===== config.mk =====
export PLATFORM = sky130hd
export DESIGN_NAME = bus_master_port
export DESIGN_NICKNAME = d
export VERILOG_FILES = /design/src/rtl/bus_master_port.sv
export SDC_FILE = /design/constraint.sdc
export NUM_CORES = 1
export LEC_CHECK = 0
export BUFFER_PORTS_ARGS = -buffer_cell sky130_fd_sc_hd__buf_4
export CORE_UTILIZATION = 50
export DETAILED_ROUTE_END_ITERATION = 6
export GPL_TIMING_DRIVEN = 0
export PLACE_DENSITY = 0.72
export SYNTH_ARGS = -nofsm -noshare
export SYNTH_HDL_FRONTEND = slang
export SYNTH_SLANG_ARGS = --single-unit

===== constraint.sdc =====
create_clock -name clk -period 4.4 [get_ports clk]
set_input_delay 0.22 -clock clk [delete_from_list [all_inputs] [get_ports clk]]
set_output_delay 0.22 -clock clk [all_outputs]
set_load 0.005 [all_outputs]

===== src/rtl/bus_master_port.sv =====
// Master-side serial bus port: serialises one parallel read/write request into
// address, address-acknowledge and data phases, with acknowledge timeout abort.
module bus_master_port #(
    parameter int ADDR_WIDTH  = 15,
    parameter int DATA_WIDTH  = 8,
    parameter int ACK_TIMEOUT = 15,
    parameter int RD_SKEW     = 1
) (
    input  logic                  clk,
    input  logic                  rst_n,
    input  logic                  m_valid,
    output logic                  m_ready,
    input  logic                  m_rw,
    input  logic [ADDR_WIDTH-1:0] m_addr,
    input  logic [DATA_WIDTH-1:0] m_wdata,
    output logic [DATA_WIDTH-1:0] m_rdata,
    output logic                  m_rvalid,
    output logic                  m_done,
    output logic                  m_err,
    output logic                  b_sel,
    output logic                  b_rw,
    output logic                  b_bus_out,
    input  logic                  b_bus_in,
    input  logic                  b_ack
);

    localparam int MAX_AD    = (ADDR_WIDTH > DATA_WIDTH) ? ADDR_WIDTH : DATA_WIDTH;
    localparam int MAX_COUNT = (MAX_AD > ACK_TIMEOUT) ? MAX_AD : ACK_TIMEOUT;
    localparam int CW        = $clog2(MAX_COUNT + 1);

    localparam logic [CW-1:0] ADDR_LAST = CW'(ADDR_WIDTH);
    localparam logic [CW-1:0] DATA_LAST = CW'(DATA_WIDTH);
    localparam logic [CW-1:0] RX_LAST   = CW'(DATA_WIDTH - 1);
    localparam logic [CW-1:0] ACK_LAST  = CW'(ACK_TIMEOUT - 1);
    localparam logic [CW-1:0] SKEW_LAST = CW'((RD_SKEW > 0) ? (RD_SKEW - 1) : 0);

    typedef enum logic [2:0] {
        IDLE  = 3'd0,
        ADDR  = 3'd1,
        AACK  = 3'd2,
        WDATA = 3'd3,
        WACK  = 3'd4,
        RSKEW = 3'd5,
        RDATA = 3'd6
    } state_t;

    state_t                state_r;
    logic [CW-1:0]         cnt_r;
    logic                  ack_seen_r;
    logic [ADDR_WIDTH-1:0] addr_sh_r;
    logic [DATA_WIDTH-1:0] wdata_sh_r;
    logic [DATA_WIDTH-1:0] rx_sh_r;
    logic                  ack_fall_s;
    logic                  ack_expire_s;

    // Handshake status for the two acknowledge states; a fall wins over expiry.
    always_comb begin
        ack_fall_s   = 1'b0;
        ack_expire_s = 1'b0;
        if ((state_r == AACK) || (state_r == WACK)) begin
            ack_fall_s   = ack_seen_r & ~b_ack;
            ack_expire_s = (cnt_r == ACK_LAST);
        end else begin
            ack_fall_s   = 1'b0;
            ack_expire_s = 1'b0;
        end
    end

    // Transaction sequencer with all bus and requester outputs registered.
    always_ff @(posedge clk or negedge rst_n) begin
        if (!rst_n) begin
            state_r    <= IDLE;
            cnt_r      <= '0;
            ack_seen_r <= 1'b0;
            addr_sh_r  <= '0;
            wdata_sh_r <= '0;
            rx_sh_r    <= '0;
            m_ready    <= 1'b1;
            m_rdata    <= '0;
            m_rvalid   <= 1'b0;
            m_done     <= 1'b0;
            m_err      <= 1'b0;
            b_sel      <= 1'b0;
            b_rw       <= 1'b0;
            b_bus_out  <= 1'b0;
        end else begin
            m_rvalid <= 1'b0;
            m_done   <= 1'b0;
            m_err    <= 1'b0;
            case (state_r)
                IDLE: begin
                    // m_ready is still low in the completion-pulse cycle, so
                    // the bus stays selected for exactly that one extra cycle.
                    if (m_valid && m_ready) begin
                        state_r    <= ADDR;
                        m_ready    <= 1'b0;
                        b_sel      <= 1'b1;
                        b_rw       <= m_rw;
                        b_bus_out  <= m_addr[0];
                        addr_sh_r  <= {1'b0, m_addr[ADDR_WIDTH-1:1]};
                        wdata_sh_r <= m_wdata;
                        cnt_r      <= CW'(1);
                    end else begin
                        m_ready   <= 1'b1;
                        b_sel     <= 1'b0;
                        b_rw      <= 1'b0;
                        b_bus_out <= 1'b0;
                    end
                end
                ADDR: begin
                    if (cnt_r == ADDR_LAST) begin
                        state_r    <= AACK;
                        b_bus_out  <= 1'b0;
                        cnt_r      <= '0;
                        ack_seen_r <= 1'b0;
                    end else begin
                        b_bus_out <= addr_sh_r[0];
                        addr_sh_r <= {1'b0, addr_sh_r[ADDR_WIDTH-1:1]};
                        cnt_r     <= cnt_r + CW'(1);
                    end
                end
                AACK, WACK: begin
                    if (ack_fall_s) begin
                        cnt_r <= '0;
                        if (state_r == WACK) begin
                            m_done  <= 1'b1;
                            state_r <= IDLE;
                        end else if (b_rw) begin
                            state_r    <= WDATA;
                            b_bus_out  <= wdata_sh_r[0];
                            wdata_sh_r <= {1'b0, wdata_sh_r[DATA_WIDTH-1:1]};
                            cnt_r      <= CW'(1);
                        end else if (RD_SKEW == 0) begin
                            state_r <= RDATA;
                        end else begin
                            state_r <= RSKEW;
                        end
                    end else if (ack_expire_s) begin
                        m_err   <= 1'b1;
                        state_r <= IDLE;
                        cnt_r   <= '0;
                    end else begin
                        cnt_r      <= cnt_r + CW'(1);
                        ack_seen_r <= ack_seen_r | b_ack;
                    end
                end
                WDATA: begin
                    if (cnt_r == DATA_LAST) begin
                        state_r    <= WACK;
                        b_bus_out  <= 1'b0;
                        cnt_r      <= '0;
                        ack_seen_r <= 1'b0;
                    end else begin
                        b_bus_out  <= wdata_sh_r[0];
                        wdata_sh_r <= {1'b0, wdata_sh_r[DATA_WIDTH-1:1]};
                        cnt_r      <= cnt_r + CW'(1);
                    end
                end
                RSKEW: begin
                    if (cnt_r == SKEW_LAST) begin
                        state_r <= RDATA;
                        cnt_r   <= '0;
                    end else begin
                        cnt_r <= cnt_r + CW'(1);
                    end
                end
                RDATA: begin
                    rx_sh_r <= {b_bus_in, rx_sh_r[DATA_WIDTH-1:1]};
                    if (cnt_r == RX_LAST) begin
                        m_rdata  <= {b_bus_in, rx_sh_r[DATA_WIDTH-1:1]};
                        m_rvalid <= 1'b1;
                        state_r  <= IDLE;
                        cnt_r    <= '0;
                    end else begin
                        cnt_r <= cnt_r + CW'(1);
                    end
                end
                default: begin
                    state_r <= IDLE;
                    cnt_r   <= '0;
                end
            endcase
        end
    end

endmodule


==> flow_metrics.py <==
metrics = {
    "run_status": {
        "status": "completed",
    },
    "synth": {
        "synth-async-reset-ratio": 1.000,
        "synth_cell_types": 47,
        "synth_seq_area_share": 0.5100,
        "avgSynthCellArea_sq_um": 11.05,
        "synth_ff_type": "dfrtp_1",
        "yosysWarnings": 0,
        "synth_area_sq_um": 2554,
        "synth_edf_count": 0,
        "synth_nets": 263,
        "synthCells": 231,
        "ys_ff_latch": 52,
    },
    "floorplanning": {
        "core_sq_um": 4817,
        "rows": 25,
        "start_util": 0.5301,
        "io_pins": 44,
        "die_x_um": 73.47,
        "die_y_um": 73.47,
        "die_area_sq_um": 5397,
    },
    "setup_path": {
        "crit_path_start_kind": "flip-flop",
        "required_ps": 4590,
        "path_buf_inv": 2,
        "crit_fanout": 10,
        "slowest_delay_ps": 460,
        "critPathKind": "flip-flop to flip-flop",
        "cp.arrival_ps": 2100,
        "critPathCaptureType": "flip-flop",
        "cp_cell_sequence": "buf_2 -> nor3b_2 -> nand2_1 -> o21ai_4 -> buf_4 -> a21oi_1",
        "crit_family": "simple AND/OR/NAND/NOR gates",
        "slowest_stage": "nor3b_2",
    },
    "power": {
        "p_leak_nw": 1.491,
        "power_density_nw_per_um2": 683.3,
        "vdd_drop_max_mv": 0.3000,
    },
    "clock_network": {
        "clock-sinks": 52,
        "numCtsBuffers": 5,
        "cts.clk_slew.worst_paths_ps": 90,
        "ctsResizeCount": 0,
        "clk_path_buf_depth": 2,
        "cts_setup_buffers": 0,
        "hold_buffers": 1,
        "clk_latency_ps": 310,
        "clock-root-buffer": "clkbuf_8",
        "h-tree-depth": 2,
        "cts_tree": "done",
    },
    "global_route": {
        "gr-total-overflow": 0,
        "grt_pass1_wl_um": 8431,
        "track_usage": 0.2052,
        "grt_pass1_vias": 1851,
        "antenna_found_initial": 0,
        "grt_max_degree": 53,
    },
    "timing": {
        "hold_viol_final": 0,
        "hold_ws_ps": 115.9,
        "setup_viol": 0,
        "fmax_mhz": 522.4,
        "timing.setup.tns_ps": 0,
        "slew_violations": 0,
        "max_slew_margin": 0.5654,
        "fin_crit_ps": 1914,
        "skew_ps": 6.175,
        "rsz0062_at_grt": "no",
        "fin_crit_sh": 0.4350,
        "tightest_slew_ps": 652.0,
    },
    "route": {
        "drt_iter0_drc": 226,
        "drt-vias-per-instance": 5.254,
        "avgRoutedWirePerCell_um": 13.64,
        "vias": 1839,
        "ant_nets": 0,
        "drtPass1Iterations": 4,
        "routed_wl_um": 4774,
        "drc": 0,
    },
    "cells_and_area": {
        "mostFrequentLayoutCell": "dfrtp_1",
        "multi_input_area_sq_um": 1121,
        "layout-drive-gt1-share": 0.3286,
        "diodes": 0,
        "finalNetCount": 314,
        "final_cell_mix": "dfrtp_1, buf_4, nand2_1",
        "fillers": 401,
        "syn_to_final_growth_pct": 20.68,
        "regArea_sq_um": 1303,
    },
    "run": {
        "drv_cap": 0,
    },
    "placement": {
        "dp_hpwl_um": 3295,
        "gp_congestion": 0.8733,
        "portBuffers": 43,
    },
    "min_path": {
        "hold_class": "input pin to flip-flop",
    },
}
[cell type report]
class	instances	share of cell area
inverter	9	0.01096
multi-input combinational	156	0.3638
clock inverter	3	0.01380
tap	67	0.02720
clock buffer	5	0.02233
sequential	52	0.4227
buffer	14	0.03126
timing repair buffer	44	0.1080
[worst min-delay path, cell delays in order]
cell,delay [ps]
buf_4,70
nand2_1,30
o21ai_0,60
[Yosys cell counts (all sizes together), types with 2 or more instances]
cell / number / area (sq um)
dfrtp: 51 / 1276
nand2: 21 / 78.83
mux2i: 20 / 200.2
a21oi: 18 / 123.9
o21ai: 18 / 105.1
mux2: 16 / 180.2
nor2: 15 / 56.30
buf: 9 / 75.06
inv: 9 / 33.78
nand3: 7 / 35.03
clkbuf: 5 / 21.27
ha: 3 / 37.54
nand3b: 3 / 22.52
nor2b: 3 / 18.77
xor2: 3 / 26.28
a2111oi: 2 / 17.52
a211o: 2 / 26.28
and3: 2 / 12.51
nand4: 2 / 12.51
nor3b: 2 / 20.02
nor4: 2 / 12.51
or3: 2 / 12.51
[worst paths after layout]
path	startpoint	endpoint	slack, ps	depth (start not counted)
max reg2reg	state_r[2]	addr_sh_r[2]	2490	6
min	m_addr[14]	addr_sh_r[13]	120	3
max in group asynchronous	rst_n	addr_sh_r[3]	3480	2
min in group asynchronous	rst_n	addr_sh_r[13]	470	2
min reg2reg	wdata_sh_r[4]	wdata_sh_r[4]	490	2
max	state_r[2]	addr_sh_r[2]	2490	6
[power breakdown]
group,leakage [nW],internal (W),switching [W],total [W]
clock network,0.0541,0.000168,0.000155,0.000323
registers,0.650,0.000662,0.000110,0.000773
logic,0.786,0.000461,0.000549,0.00101
total,1.49,0.00129,0.000814,0.00211
[stage by stage]
stage / utilization / total power, W / cells / worst slack [ps] / cell area, sq um
after global placement: 0.6145 / 0.001772 / 341 / 2489 / 2960
after detailed placement: 0.6145 / 0.001794 / 341 / 2480 / 2960
after CTS: 0.6397 / 0.002125 / 350 / 2455 / 3082
after floorplan: - / 0.001544 / 231 / 2756 / 2554
after global routing: 0.6397 / 0.002289 / 350 / 2317 / 3082
final: 0.6397 / 0.002106 / 350 / 2486 / 3082
[flip-flops by register name, indices dropped and copies added, names as in the netlist]
name        cells
ack_seen_r      1
addr_sh_r      14
b_bus_out       1
b_rw            1
b_sel           1
cnt_r           4
m_done          1
m_err           1
m_rdata         8
m_ready         1
m_rvalid        1
rx_sh_r         7
state_r         3
wdata_sh_r      8
[layer usage]
layer | track usage | routed length, um
met3 | 0.04938 | 210
met2 | 0.3099 | 2145
met5 | 0 | 0
met1 | 0.2879 | 2352
met4 | 0.07479 | 65
[cells by family after synthesis]
family                   after synthesis  share of synthesized area
AND/OR/NAND/NOR                       63                     0.1205
flip-flops                            52                     0.5100
AO/OA/AOI/OAI                         50                     0.1411
multiplexers                          36                     0.1489
buffers and inverters                 23                    0.05095
XOR/XNOR                               4                    0.01372
adder cells (fa/ha/maj)                3                    0.01470
(Power assumes the default switching activity.)
